--- src/rtl/imem_sync.sv ---
`default_nettype none
// ============================================================================
//  Module      : imem_sync
//  Description : Synchronous-read instruction memory for the SimpleARM core.
//                A one-cycle fetch port, a program-load write port and a
//                self-initialising fill sequence that runs after every reset.
//                Define IMEM_BL_PRELOAD_EN to have the fill sequence place the
//                built-in branch-and-link test image in words 0..8.
//  Revision    : 1.0 - initial release
// ============================================================================
module imem_sync #(
    parameter int                    DATA_WIDTH = 32,
    parameter int                    DEPTH      = 64,
    parameter logic [DATA_WIDTH-1:0] FILL_WORD  = 32'h00000000
) (
    input  logic                  clk,
    input  logic                  reset,
    output logic                  ready,
    input  logic                  fetch_req,
    input  logic [31:0]           fetch_addr,
    output logic                  fetch_valid,
    output logic [DATA_WIDTH-1:0] fetch_data,
    output logic                  fetch_err,
    input  logic                  ld_we,
    input  logic [31:0]           ld_addr,
    input  logic [DATA_WIDTH-1:0] ld_data
);

    // Word-index width; the range check is done on the full 30-bit index so
    // high address bits produce an error instead of aliasing onto low words.
    localparam int          AW      = $clog2(DEPTH);
    localparam logic [29:0] DEPTH_W = 30'(DEPTH);
    localparam logic [AW-1:0] LAST_IDX = AW'(DEPTH - 1);

    typedef enum logic [0:0] {
        INIT = 1'b0,
        RUN  = 1'b1
    } state_t;

    state_t                state;
    state_t                next_state;
    logic [AW-1:0]         init_cnt;
    logic [AW-1:0]         next_init_cnt;
    logic [DATA_WIDTH-1:0] init_data;
    logic [DATA_WIDTH-1:0] mem [DEPTH];

    logic                  init_we;
    logic                  load_we;
    logic                  fetch_bad;
    logic                  load_bad;
    logic                  fetch_take;
    logic [AW-1:0]         fetch_idx;
    logic [AW-1:0]         load_idx;

`ifdef IMEM_BL_PRELOAD_EN
    // Fill source: BL/B/ADD/SUB test image in words 0..8, fill word elsewhere.
    always_comb begin
        init_data = FILL_WORD;
        case (init_cnt)
            AW'(0):  init_data = DATA_WIDTH'(32'hEB000000);
            AW'(1):  init_data = DATA_WIDTH'(32'hE2800008);
            AW'(2):  init_data = DATA_WIDTH'(32'hE0411001);
            AW'(3):  init_data = DATA_WIDTH'(32'hE2400008);
            AW'(4):  init_data = DATA_WIDTH'(32'hEA000000);
            AW'(5):  init_data = DATA_WIDTH'(32'hE2811000);
            AW'(6):  init_data = DATA_WIDTH'(32'hE2811008);
            AW'(7):  init_data = DATA_WIDTH'(32'hE2811008);
            AW'(8):  init_data = DATA_WIDTH'(32'hE2411008);
            default: init_data = FILL_WORD;
        endcase
    end
`else
    // Fill source: every word starts as the fill word.
    assign init_data = FILL_WORD;
`endif

    // Address qualification for both ports: misaligned or beyond the last word.
    always_comb begin
        fetch_bad  = (fetch_addr[1:0] != 2'b00) || (fetch_addr[31:2] >= DEPTH_W);
        load_bad   = (ld_addr[1:0] != 2'b00) || (ld_addr[31:2] >= DEPTH_W);
        fetch_idx  = fetch_addr[AW+1:2];
        load_idx   = ld_addr[AW+1:2];
        ready      = (state == RUN);
        fetch_take = (state == RUN) && fetch_req;
        // Gating with reset keeps a held reset from repeatedly writing word 0.
        init_we    = (state == INIT) && !reset;
        load_we    = (state == RUN) && ld_we && !load_bad;
    end

    // Next-state logic: walk the init counter once over every word, then run.
    always_comb begin
        next_state    = state;
        next_init_cnt = init_cnt;
        case (state)
            INIT: begin
                if (init_cnt == LAST_IDX) begin
                    next_state    = RUN;
                    next_init_cnt = '0;
                end else begin
                    next_init_cnt = init_cnt + AW'(1);
                end
            end
            RUN: begin
                next_state = RUN;
            end
            default: begin
                next_state    = INIT;
                next_init_cnt = '0;
            end
        endcase
    end

    // State and init-counter registers.
    always_ff @(posedge clk or posedge reset) begin
        if (reset) begin
            state    <= INIT;
            init_cnt <= '0;
        end else begin
            state    <= next_state;
            init_cnt <= next_init_cnt;
        end
    end

    // Storage array: init fill and program load share the single write port;
    // the two never overlap because they are qualified by opposite states.
    always_ff @(posedge clk) begin
        if (init_we) begin
            mem[init_cnt] <= init_data;
        end else if (load_we) begin
            mem[load_idx] <= ld_data;
        end
    end

    // Fetch response register; reading mem here with non-blocking semantics
    // returns the pre-write word when a load hits the same index this cycle.
    always_ff @(posedge clk or posedge reset) begin
        if (reset) begin
            fetch_valid <= 1'b0;
            fetch_err   <= 1'b0;
            fetch_data  <= '0;
        end else begin
            fetch_valid <= fetch_take;
            if (fetch_take) begin
                fetch_err  <= fetch_bad;
                fetch_data <= fetch_bad ? '0 : mem[fetch_idx];
            end
        end
    end

endmodule
`default_nettype wire

--- config.mk ---
export PLATFORM = sky130hd
export DESIGN_NAME = imem_sync
export DESIGN_NICKNAME = d
export VERILOG_FILES = /design/src/rtl/imem_sync.sv
export SDC_FILE = /design/constraint.sdc
export NUM_CORES = 2
export LEC_CHECK = 0
export CAP_MARGIN = 20
export CORE_UTILIZATION = 60
export CTS_BUF_LIST = sky130_fd_sc_hd__clkbuf_2 sky130_fd_sc_hd__clkbuf_4 sky130_fd_sc_hd__clkbuf_8
export DETAILED_ROUTE_END_ITERATION = 6
export GPL_TIMING_DRIVEN = 0
export PLACE_DENSITY_LB_ADDON = 0.05
export SYNTH_ARGS = -nofsm -noshare
export SYNTH_HDL_FRONTEND = slang
export SYNTH_SLANG_ARGS = --single-unit
--- constraint.sdc ---
create_clock -name clk -period 11.3 [get_ports clk]
set_clock_uncertainty 0.15 [all_clocks]
set_input_delay 1.13 -clock clk [delete_from_list [all_inputs] [get_ports clk]]
set_output_delay 1.13 -clock clk [all_outputs]
set_load 0.01 [all_outputs]
==> metrics.txt <==
clock root cell=clkbuf_8; status=complete, no violations; area delta synth->final=16.2%; worst setup margin=6.26 ns; layout cell share with drive strength beyond 1=0.327; most common cell after layout, fill and taps aside=edfxtp_1; HP Class=reg2reg; hold_buf cts=0; Clk Latency, worst-skew pair=1.00 ns; Flop pwr share=0.557; Setup CP Type=reg2reg; core area=132000 sq um; number of global-route vias before repair=41.1k; post-route setup TNS=0 ns; Rel. slew slack=0.202; Pins Over Slew Limit=0; Reg2Reg Depth=7; WL final=222000 um; largest net degree at the start of global routing=63; die area=135000 sq um; Max Cap Viol=0; die span in y=368 um; Primary FF master, synth=edfxtp_1; static leakage=25.8 nW; Worst Setup Start Kind=register; most frequent cells in the layout=edfxtp_1, mux4_2, clkbuf_8, clkdlybuf4s50_1, clkbuf_1; RSZ-0062 raised after global routing=false; antenna-violating nets left=0; final setup fails=0; drt drc=0; clock-pin slew on the worst setup and hold paths=0.06 ns; Yosys reg bits=2089; PostCTS Resize Cnt=0; sequential cell area fraction in the yosys report=0.779; final hold slack=0.416 ns; PD cells=161 nW/um^2; hold path depth=1; Worst R2R End=mem[36][24]; Row Count=133; slew of the pin with the lowest slew margin=1.19 ns; Avg WL per Cell=36.7 um; Switching Fraction=0.207; Post-synth EDFFs=2048; cells after synthesis=3464; endpoint of the worst hold path=fetch_err; flop-to-flop setup slack=6.26 ns; period utilisation layout=0.446; CP max FO=17; initial antenna violation count=11; Total Routing Usage GR=0.334; sw power=3.11 mW; Worst Setup End Kind=register; fmax=199 MHz; clock share of power=0.413; Setup Fix Bufs, Post-CTS=0; global-route wire length before repair=307000 um; fraction of registers with async set/reset=0.0196; Vias/cell=6.76; unique cell type count in the Yosys netlist=45; reg2reg start=ready; CTS tree=built; internal power=11.9 mW; Tmin final=5.04 ns; Initial DRC Count=6206; DR pass1 iterations=6; area post-placement=86900 sq um; Port Buffers=129; clock sink total=2089; HPWL Detailed=152000 um; Cell Area, Synth=80200 sq um; starting density of the core=0.607; syn nets=3565; Final Cell Area=93300 sq um; Longest Clk Path Bufs=4; syn avg cell area=23.2 sq um; Final Core Density=0.706; layout net count=4165; Hold Path Origin=fetch_err; Top-Level Pins=135; width of the die=368 um; total grt overflow=0; routed via count=41.0k; routability cong.=1.01; total CTS buffers=339; crit path DAT=5.57 ns; Place WS=5.47 ns; combinational share of power=0.029; VDD IR max=127 uV; number of H-tree branching levels=5; synth warn=0; endpoints failing hold=0; Worst Path Required=11.84 ns
==> routing by layer <==
layer / routed length (um) / track usage
met3: 28600 / 0.105
met1: 85000 / 0.483
met5: 46 / 0
met2: 102000 / 0.495
met4: 6550 / 0.103
==> cells in the mapped netlist (all sizes together) (2+ instances only) <==
cell,number,share of area
xnor2,2,0.00022
nor3,44,0.0027
a22o,32,0.0035
nand2,17,0.00080
a22oi,64,0.0060
nand4,2,0.00016
nand3,11,0.00069
inv,4,0.00019
dfrtp,41,0.013
and3,35,0.0027
nor4,13,0.0010
nand2b,7,0.00055
buf,80,0.0057
mux2i,68,0.0085
nor2,73,0.0034
nand3b,2,0.00019
o21ai,2,0.00012
nor4bb,2,0.00025
nor3b,35,0.0033
a2bb2oi,2,0.00022
a2111o,32,0.0045
a31oi,7,0.00055
clkbuf,123,0.0058
and4,2,0.00022
mux4,544,0.15
edfxtp,2048,0.77
mux2,65,0.0091
or3,5,0.00039
a21oi,52,0.0032
and2,3,0.00023
nor2b,4,0.00031
o22ai,33,0.0026
==> cells by family after synthesis <==
kind of cell	Yosys count	share of synthesized area
AOI/OAI and AO/OA	230	0.0213
xor gates and xnor gates	2	0.000218
adders and majority gates	1	0.000156
buffers and inverters	207	0.0116
DFF	2089	0.779
muxes	677	0.170
and+or+nand+nor	258	0.0172
==> layout make-up <==
class	count	area (sq um)
sequential	2089	62500
buffer	203	916
timing repair buffer	259	3940
clock inverter	117	671
clock buffer	457	5610
inverter	4	15.0
tap	1755	2200
fill	7929	38800
antenna	8	20.0
multi-input combinational	1168	17400
==> sequential cells by signal, indices dropped and copies added (netlist names) <==
register     flops
fetch_data      32
ready            1
fetch_valid      1
init_cnt         6
fetch_err        1
mem           2048
==> power groups by stage <==
stage | Combinational [mW] | Clock (mW) | Sequential, mW
CTS | 0.439 | 6.26 | 8.38
finish | 0.441 | 6.21 | 8.38
floorplan | 0.264 | 0 | 8.54
global route | 0.458 | 6.58 | 8.37
detailed placement | 0.438 | 0 | 8.54
global placement | 0.427 | 0 | 8.54
==> how the worst max path moves through the flow <==
stage	start	endpoint	slack [ns]	depth (start not counted)
global route	ready	mem[36][24]	6.03	7
finish	ready	mem[36][24]	6.26	7
CTS	ready	mem[36][1]	6.31	7
global placement	ld_addr[15]	mem[45][8]	1.01	7
floorplan	ld_addr[12]	mem[45][0]	5.97	6
detailed placement	ld_addr[14]	mem[36][23]	5.47	8
==> worst max-delay path: stages (launching register included) <==
cell and delay, ns:
dfrtp_1 0.79, nor4bb_1 0.51, nand4_1 0.34, nor2_1 0.56, clkbuf_1 0.57, a31oi_2 0.59, nor2_4 0.88, buf_12 0.28
==> through the flow <==
| step | power, mW | cells |
|---|---|---|
| finish | 15.0 | 6060 |
| CTS | 15.1 | 6047 |
| detailed placement | 8.98 | 5473 |
| global placement | 8.97 | 5348 |
| floorplan | 8.80 | 3464 |
| global route | 15.4 | 6054 |
Note: power is estimated with default switching activity, not from simulation.
